`config.mk`:
```
export PLATFORM = sky130hd
export DESIGN_NAME = reg_scoreboard_flat
export DESIGN_NICKNAME = d
export VERILOG_FILES = /design/src/rtl/reg_scoreboard_if.sv /design/src/rtl/reg_scoreboard.sv /design/src/flat_wrapper.sv
export SDC_FILE = /design/constraint.sdc
export NUM_CORES = 1
export LEC_CHECK = 0
export BUFFER_PORTS_ARGS = -buffer_cell sky130_fd_sc_hd__buf_2
export CORE_MARGIN = 1
export CORE_UTILIZATION = 50
export DETAILED_ROUTE_END_ITERATION = 12
export GPL_ROUTABILITY_DRIVEN = 0
export GPL_TIMING_DRIVEN = 1
export PLACE_DENSITY = 0.75
export RECOVER_POWER = 25
export SYNTH_ARGS = -nofsm -noshare
export SYNTH_HDL_FRONTEND = slang
export SYNTH_SLANG_ARGS = --single-unit
```
`constraint.sdc`:
```
create_clock -name clk -period 4.55 [get_ports clk]
set_input_delay 0.91 -clock clk [delete_from_list [all_inputs] [get_ports clk]]
set_output_delay 0.91 -clock clk [all_outputs]
set_load 0.1 [all_outputs]
```
`src/rtl/reg_scoreboard_if.sv`:
```
// Decode/writeback/status bundle between the issue stage and the register scoreboard.
// No latency of its own; carries id_ready combinationally back to decode.
// Backpressure: decode holds its instruction while id_ready is low.
interface reg_scoreboard_if #(
  parameter int NREG = 32,
  parameter int AW   = 5,
  parameter int CW   = 3
);
  logic            id_valid;
  logic            id_rs1_ena;
  logic [AW-1:0]   id_rs1_addr;
  logic            id_rs2_ena;
  logic [AW-1:0]   id_rs2_addr;
  logic            id_rd_ena;
  logic [AW-1:0]   id_rd_addr;
  logic            id_ready;
  logic            wb_valid;
  logic [AW-1:0]   wb_addr;
  logic            flush;
  logic [NREG-1:0] busy_vec;
  logic [CW-1:0]   inflight_cnt;
  logic            wb_err;

  // Decode/writeback side drives requests and observes readiness and status.
  modport master (
    output id_valid, id_rs1_ena, id_rs1_addr, id_rs2_ena, id_rs2_addr,
    output id_rd_ena, id_rd_addr, wb_valid, wb_addr, flush,
    input  id_ready, busy_vec, inflight_cnt, wb_err
  );

  // Scoreboard side.
  modport slave (
    input  id_valid, id_rs1_ena, id_rs1_addr, id_rs2_ena, id_rs2_addr,
    input  id_rd_ena, id_rd_addr, wb_valid, wb_addr, flush,
    output id_ready, busy_vec, inflight_cnt, wb_err
  );
endinterface

```
`src/rtl/reg_scoreboard.sv`:
```
// Register scoreboard: tracks in-flight writes and gates decode issue on RAW/WAW/capacity.
// id_ready is combinational from registered state; set/clear take effect at the next edge.
// Backpressure: id_ready low on hazard, full, flush or reset; no same-cycle writeback bypass.
module reg_scoreboard #(
  parameter int NREG         = 32,
  parameter int AW           = 5,
  parameter int MAX_INFLIGHT = 4,
  parameter int CW           = 3
) (
  input  logic             clk,
  input  logic             rst,
  reg_scoreboard_if.slave  bus
);

  logic [NREG-1:0] busy_q, busy_d;
  logic [CW-1:0]   cnt_q, cnt_d;
  logic            err_q, err_d;

  logic raw1, raw2, waw, full, ready;
  logic wr_fire, wb_ok, wb_bad, same_addr;
  logic inc, dec;

  // Hazard detection and issue decision, purely from registered state.
  always_comb begin
    raw1      = bus.id_rs1_ena & (bus.id_rs1_addr != '0) & busy_q[bus.id_rs1_addr];
    raw2      = bus.id_rs2_ena & (bus.id_rs2_addr != '0) & busy_q[bus.id_rs2_addr];
    waw       = bus.id_rd_ena & (bus.id_rd_addr != '0) & busy_q[bus.id_rd_addr];
    // rd=x0 consumes no tracking slot, so it is never blocked by capacity.
    full      = bus.id_rd_ena & (bus.id_rd_addr != '0) & (cnt_q == CW'(MAX_INFLIGHT));
    ready     = ~rst & ~bus.flush & ~raw1 & ~raw2 & ~waw & ~full;
    wr_fire   = bus.id_valid & ready & bus.id_rd_ena & (bus.id_rd_addr != '0);
    wb_ok     = bus.wb_valid & (bus.wb_addr != '0) & busy_q[bus.wb_addr];
    wb_bad    = bus.wb_valid & ((bus.wb_addr == '0) | ~busy_q[bus.wb_addr]);
    // Only reachable if waw were bypassed; the set wins and the count nets to zero.
    same_addr = wr_fire & wb_ok & (bus.wb_addr == bus.id_rd_addr);
    inc       = wr_fire & ~same_addr;
    dec       = wb_ok & ~same_addr;
  end

  // Next-state: flush wipes tracking, otherwise apply clear then set; error is sticky.
  always_comb begin
    busy_d = busy_q;
    cnt_d  = cnt_q;
    err_d  = err_q | wb_bad;
    if (bus.flush) begin
      busy_d = '0;
      cnt_d  = '0;
    end else begin
      if (wb_ok)   busy_d[bus.wb_addr]    = 1'b0;
      if (wr_fire) busy_d[bus.id_rd_addr] = 1'b1;
      cnt_d = cnt_q + {{(CW-1){1'b0}}, inc} - {{(CW-1){1'b0}}, dec};
    end
    busy_d[0] = 1'b0;
  end

  // State registers with asynchronous clear.
  always_ff @(posedge clk or posedge rst) begin
    if (rst) begin
      busy_q <= '0;
      cnt_q  <= '0;
      err_q  <= 1'b0;
    end else begin
      busy_q <= busy_d;
      cnt_q  <= cnt_d;
      err_q  <= err_d;
    end
  end

  assign bus.id_ready     = ready;
  assign bus.busy_vec     = busy_q;
  assign bus.inflight_cnt = cnt_q;
  assign bus.wb_err       = err_q;

endmodule

```
`src/flat_wrapper.sv`:
```
// flat-port wrapper written by rule: the top's interface ports become plain ports
module reg_scoreboard_flat 
#(
  parameter int NREG         = 32,
  parameter int AW           = 5,
  parameter int MAX_INFLIGHT = 4,
  parameter int CW           = 3
)
  (clk, rst, bus_id_valid, bus_id_rs1_ena, bus_id_rs1_addr, bus_id_rs2_ena, bus_id_rs2_addr, bus_id_rd_ena, bus_id_rd_addr, bus_wb_valid, bus_wb_addr, bus_flush, bus_id_ready, bus_busy_vec, bus_inflight_cnt, bus_wb_err);
  reg_scoreboard_if #(.NREG(NREG), .AW(AW), .CW(CW)) bus_i ();
  input  logic clk;
  input  logic rst;
  input wire logic [$bits(bus_i.id_valid)-1:0] bus_id_valid;
  input wire logic [$bits(bus_i.id_rs1_ena)-1:0] bus_id_rs1_ena;
  input wire logic [$bits(bus_i.id_rs1_addr)-1:0] bus_id_rs1_addr;
  input wire logic [$bits(bus_i.id_rs2_ena)-1:0] bus_id_rs2_ena;
  input wire logic [$bits(bus_i.id_rs2_addr)-1:0] bus_id_rs2_addr;
  input wire logic [$bits(bus_i.id_rd_ena)-1:0] bus_id_rd_ena;
  input wire logic [$bits(bus_i.id_rd_addr)-1:0] bus_id_rd_addr;
  input wire logic [$bits(bus_i.wb_valid)-1:0] bus_wb_valid;
  input wire logic [$bits(bus_i.wb_addr)-1:0] bus_wb_addr;
  input wire logic [$bits(bus_i.flush)-1:0] bus_flush;
  output wire logic [$bits(bus_i.id_ready)-1:0] bus_id_ready;
  output wire logic [$bits(bus_i.busy_vec)-1:0] bus_busy_vec;
  output wire logic [$bits(bus_i.inflight_cnt)-1:0] bus_inflight_cnt;
  output wire logic [$bits(bus_i.wb_err)-1:0] bus_wb_err;
  assign bus_i.id_valid = bus_id_valid;
  assign bus_i.id_rs1_ena = bus_id_rs1_ena;
  assign bus_i.id_rs1_addr = bus_id_rs1_addr;
  assign bus_i.id_rs2_ena = bus_id_rs2_ena;
  assign bus_i.id_rs2_addr = bus_id_rs2_addr;
  assign bus_i.id_rd_ena = bus_id_rd_ena;
  assign bus_i.id_rd_addr = bus_id_rd_addr;
  assign bus_i.wb_valid = bus_wb_valid;
  assign bus_i.wb_addr = bus_wb_addr;
  assign bus_i.flush = bus_flush;
  assign bus_id_ready = bus_i.id_ready;
  assign bus_busy_vec = bus_i.busy_vec;
  assign bus_inflight_cnt = bus_i.inflight_cnt;
  assign bus_wb_err = bus_i.wb_err;
  reg_scoreboard #(.NREG(NREG), .AW(AW), .MAX_INFLIGHT(MAX_INFLIGHT), .CW(CW)) u_core (.clk(clk), .rst(rst), .bus(bus_i));
endmodule
```
# Word level (Yosys, flattened, before mapping)
# Cells that the tools add are included.
dict set report totals {
  register_bits 35
  wordCells 72
}
dict set report op_classes {
  add_sub_neg 2
  n_lt_le_gt_ge 6
  n_eq_ne 2
  n_reduce_logical 7
  n_bitwise 35
  mux 17
}
# cell n
set op_table {}
lappend op_table {{32-bit 2-to-1 mux} 4}
lappend op_table {{32-bit AND} 1}
lappend op_table {{32-bit inverter} 1}
lappend op_table {{32-bit bitwise OR} 1}
lappend op_table {{5-bit by 6-bit < comparator with 1-bit output (second input constant)} 4}
lappend op_table {{1-bit AND} 22}
lappend op_table {{1-bit binary-select mux with 5-bit select} 4}
lappend op_table {{5-bit nonzero test} 4}
lappend op_table {{1-bit demux with 5-bit select} 2}
lappend op_table {{5-bit by 1-bit greater-or-equal comparator with 1-bit output (second input constant)} 2}
lappend op_table {{1-bit inverter} 8}
lappend op_table {{1-bit 2-to-1 mux} 6}
lappend op_table {{5-bit equality test} 1}
lappend op_table {{5-bit logical NOT} 1}
lappend op_table {{3-bit by 1-bit adder with 3-bit output} 1}
lappend op_table {{3-bit equality test (second input constant)} 1}
lappend op_table {{3-bit 2-to-1 mux} 1}
lappend op_table {{3-bit by 1-bit subtractor with 3-bit output} 1}
lappend op_table {{1-bit logical AND} 2}
lappend op_table {{1-bit bitwise OR} 2}

# Depth between registers and ports, before layout
dict set report logic_depth {
  depth_word 18
  ltp_mapped 16
  depth_no_buf 12
}

# Least setup slack after synthesis
# OpenSTA, ideal clock, no wires.
dict set report synth_path {
  path_kind {input to output}
  startpoint {in bus_id_rs2_addr[0]}
  endpoint {out bus_id_ready}
  stages 6
  arrival_time_ns 2.884
  path_slack_ns 0.756
  required_ns 3.640
  cell_sequence {buf_2 > mux2_2 > a2111oi_0 > a21oi_1 > nand4_1 > and3_1}
}
dict set report synth_via {
  elab_chain_len 7
  elab_cells_between_ends 9
  cone_classes {mux: 2; bitwise: 6; reduce/logical: 1}
}
# element line
set synth_rtl {}
lappend synth_rtl {{start, declared} flat_wrapper.sv:17} ;# input wire logic [$bits(bus_i.id_rs2_addr)-1:0] bus_id_rs2_addr;
lappend synth_rtl {{1-bit binary-select mux with 5-bit select / 5-bit nonzero test (equally long branches)} reg_scoreboard.sv:26} ;# raw2 = bus.id_rs2_ena & (bus.id_rs2_addr != '0) & busy_q[bus.id_rs2_addr];
lappend synth_rtl {{1-bit 2-to-1 mux (implied by the code) / 1-bit AND (equally long branches)} reg_scoreboard.sv:26}
lappend synth_rtl {{1-bit AND *} reg_scoreboard.sv:26}
lappend synth_rtl {{1-bit inverter *} reg_scoreboard.sv:30} ;# ready = ~rst & ~bus.flush & ~raw1 & ~raw2 & ~waw & ~full;
lappend synth_rtl {{1-bit AND * (3 in series)} reg_scoreboard.sv:30}
lappend synth_rtl {{end, declared} flat_wrapper.sv:23} ;# output wire logic [$bits(bus_i.id_ready)-1:0] bus_id_ready;
# Every way passes the cells marked *; elsewhere a longest branch is shown, timed or not. The select of a mux whose other input is x is not followed.

# Final worst setup path
# Same ends and word-level chain as after synthesis.

==> impl_metrics.sql <==
INSERT INTO impl_metrics (metric_group, metric, value, unit) VALUES
('min_path', 'hold_path.startpoint', 'u_core.bus.wb_err', ''),
('route', 'drtAntennaViolNets', '0', ''),
('worst_setup_path', 'regToRegEndpoint', 'u_core.bus.inflight_cnt[2]', ''),
('worst_setup_path', 'crit_required', '3.64', 'ns'),
('route', 'detail_route.first_pass.iterations', '5', ''),
('sta', 'final_setup_viols', '0', ''),
('yosys', 'synth_cell_type_count', '56', ''),
('yosys', 'post_synth_most_frequent_cells', 'nand2_1, dfrtp_1, o21ai_1, mux4_2, nor2b_1', ''),
('sta', 'max_slew.worst_pin.slew', '1.93', 'ns'),
('die', 'start_util', '52.3', '%'),
('worst_setup_path', 'worstPathArrival', '2.91', 'ns'),
('sta', 'unrepaired_setup_endpoints_after_global_routing', 'no', ''),
('sta', 'report.final.hold_viol_count', '0', ''),
('die', 'fp.dieArea', '6550', 'sq um'),
('yosys', 'ys.flop_type', 'dfrtp_1', ''),
('yosys', 'synthMostInstantiatedCell', 'nand2_1', ''),
('yosys', 'synth-edff-count', '0', ''),
('clock_network', 'cts-buffers-inserted', '5', ''),
('worst_setup_path', 'critical_path.max_fanout', '10', ''),
('clock_network', 'cts.repair_timing.setup_buffer_count', '0', ''),
('global_routing', 'global_route_wire_length_before_repair', '15.3', 'mm'),
('route', 'wire_per_inst', '22.2', 'um'),
('sta', 'period_minus_slack', '3.82', 'ns'),
('worst_setup_path', 'worst_r2r_startpoint', 'u_core.bus.busy_vec[7]', ''),
('worst_setup_path', 'timing.reg2reg.worst_path_depth', '12', ''),
('die', 'die_width', '80.9', 'um'),
('power_and_ir_drop', 'total_power', '0.000736', 'W'),
('sta', 'timing.final.max_slew_violations', '36', ''),
('job', 'maxCapViolCount', '1', ''),
('clock_network', 'path_clk_slew', '0.08', 'ns'),
('route', 'via_count', '3014', ''),
('clock_network', 'cts_max_path_buffers', '2', ''),
('clock_network', 'clkSinkCount', '35', ''),
('global_routing', 'largest_net_degree_at_the_start_of_global_routing', '36', ''),
('clock_network', 'worstSkewPairLatency', '0.29', 'ns'),
('sta', 'clock.fmax', '262', 'MHz'),
('route', 'detail_route.vias_per_cell', '6.87', ''),
('worst_setup_path', 'timing.critical_path.to_type', 'output port', ''),
('power_and_ir_drop', 'power.density', '212', 'nW/um^2'),
('yosys', 'ys.warnings.count', '0', ''),
('route', 'first_iter_violations', '407', ''),
('die', 'io_pins', '65', ''),
('route', 'final_wl', '9.74', 'mm'),
('yosys', 'postSynth.asyncResetShare', '100', '%'),
('status', 'failed_checks', 'max-capacitance violations, max-slew violations', ''),
('cells_and_area', 'instances_no_fill', '439', ''),
('yosys', 'synthesis.area_per_instance', '9.76', 'sq um'),
('route', 'drc', '0', ''),
('placement', 'placement.io_buffers', '63', ''),
('cells_and_area', 'synthToLayoutAreaGrowth', '11.6', '%'),
('power_and_ir_drop', 'ir_worst_vdd', '0.195', 'mV'),
('cells_and_area', 'final_layout_size_suffix_gt1_share', '28.3', '%'),
('min_path', 'min_path_type', 'reg2reg', ''),
('worst_setup_path', 'worst_setup_path_start_kind', 'primary input', ''),
('yosys', 'yosysSeqAreaShare', '28.1', '%'),
('sta', 'fin_skew', '0.0124', 'ns'),
('placement', 'numPlacedInstances', '431', ''),
('sta', 'finalHoldWorstSlack', '0.562', 'ns'),
('placement', 'detailedPlacementHpwl', '6.78', 'mm'),
('clock_network', 'cts_root_buffer', 'clkbuf_8', ''),
('cells_and_area', 'num-nets-final', '394', ''),
('sta', 'max_slew_margin', '-28.4', '%'),
('yosys', 'net_count_synth', '350', ''),
('worst_setup_path', 'r2r_setup_slack', '1.78', 'ns'),
('yosys', 'synthDominantAreaCellType', 'dfrtp_1', ''),
('clock_network', 'ctsResizeCount', '0', ''),
('status', 'outcome', 'complete, but fails checks', ''),
('clock_network', 'htreeDepth', '2', ''),
('sta', 'finalCritPeriodShare', '84.0', '%'),
('yosys', 'synth_area_leaders', 'dfrtp_1, mux4_2, nand2_1', ''),
('global_routing', 'antenna_found_initial', '0', '');
-- worst max-delay path, stage by stage --
cell and delay (ns):
buf_2 0.27, mux4_2 0.54, mux2i_1 0.33, nand3_1 0.13, nand4_1 0.15, and3_1 0.16
buf_2 0.42
-- cell type report --
| type | instances | area (sq um) | area share (%) |
|---|---|---|---|
| well taps | 75 | 93.8 | 2.70 |
| multi-input cells | 240 | 1990 | 57.4 |
| inverters | 14 | 52.6 | 1.51 |
| flip-flops and latches | 35 | 876 | 25.2 |
| clock inverters | 2 | 35.0 | 1.01 |
| clock buffers | 6 | 82.6 | 2.38 |
| repair buffers | 67 | 340 | 9.79 |
-- stage by stage --
stage	worst slack (ns)	cell area (sq um)	util, %
finish	0.730	3470	58.3
global route	0.609	3470	58.3
CTS	0.737	3480	58.4
detailed placement	0.731	3360	56.4
global placement	0.780	3360	56.4
floorplan	0.756	3110	-
-- flip-flops by register name, indices dropped and copies added, names as in the netlist --
register	count
u_core.bus.inflight_cnt	3
u_core.bus.busy_vec	31
u_core.bus.wb_err	1
-- worst max path at each step --
stage / start / to / slack, ns
after global placement: bus_id_rd_addr[0] / bus_id_ready / 0.78
after CTS: bus_id_rd_addr[0] / bus_id_ready / 0.74
after global routing: bus_id_rd_addr[0] / bus_id_ready / 0.61
final: bus_id_rs2_addr[0] / bus_id_ready / 0.73
after detailed placement: bus_id_rd_addr[0] / bus_id_ready / 0.73
after floorplan: bus_id_rs2_addr[0] / bus_id_ready / 0.76
-- cells by family after synthesis --
kind of cell,count (synthesis),synth area share [%]
mux,39,23.6
flops,35,28.1
other cells,1,0.120
xor+xnor,2,0.563
fa+ha+maj,3,1.45
buf+inv,44,7.80
simple gates,117,20.5
compound gates,78,17.8
-- metal layers --
metal	global-route usage [%]	share of wire, %	up-vias
met5	0	0	-
met4	18.4	4.7	0
met3	5.17	10	33
met2	47.8	47	214
met1	43.6	39	1450
li1	-	-	1317
-- cells in the final DEF, fill, tap and decap left out, types with 3 or more instances in the layout --
cell | synthesis | layout
nor3b_1 | 3 | 3
o311ai_0 | 10 | 10
nand2b_1 | 12 | 12
o41ai_1 | 15 | 15
nor4_1 | 3 | 3
o21ai_1 | 28 | 28
nand3b_1 | 6 | 6
nor2b_1 | 19 | 19
nor3_1 | 4 | 4
inv_1 | 13 | 13
nand4_1 | 5 | 5
buf_2 | 5 | 62
mux4_2 | 22 | 22
buf_4 | 4 | 3
mux2i_1 | 10 | 10
dfrtp_1 | 35 | 35
mux2_2 | 3 | 3
mux4_1 | 4 | 4
nand2_1 | 38 | 38
nand3_1 | 4 | 4
o311ai_1 | 6 | 6
nor2_1 | 9 | 9
clkbuf_8 | 0 | 6
-- power breakdown --
part	total [W]	internal, W	leakage (nW)	switching (W)
sequential	0.000314	0.000312	0.484	0.00000165
combinational	0.000130	0.0000363	0.923	0.0000935
clock	0.000292	0.000177	0.0612	0.000115
Note: power is estimated with default switching activity, not from simulation.
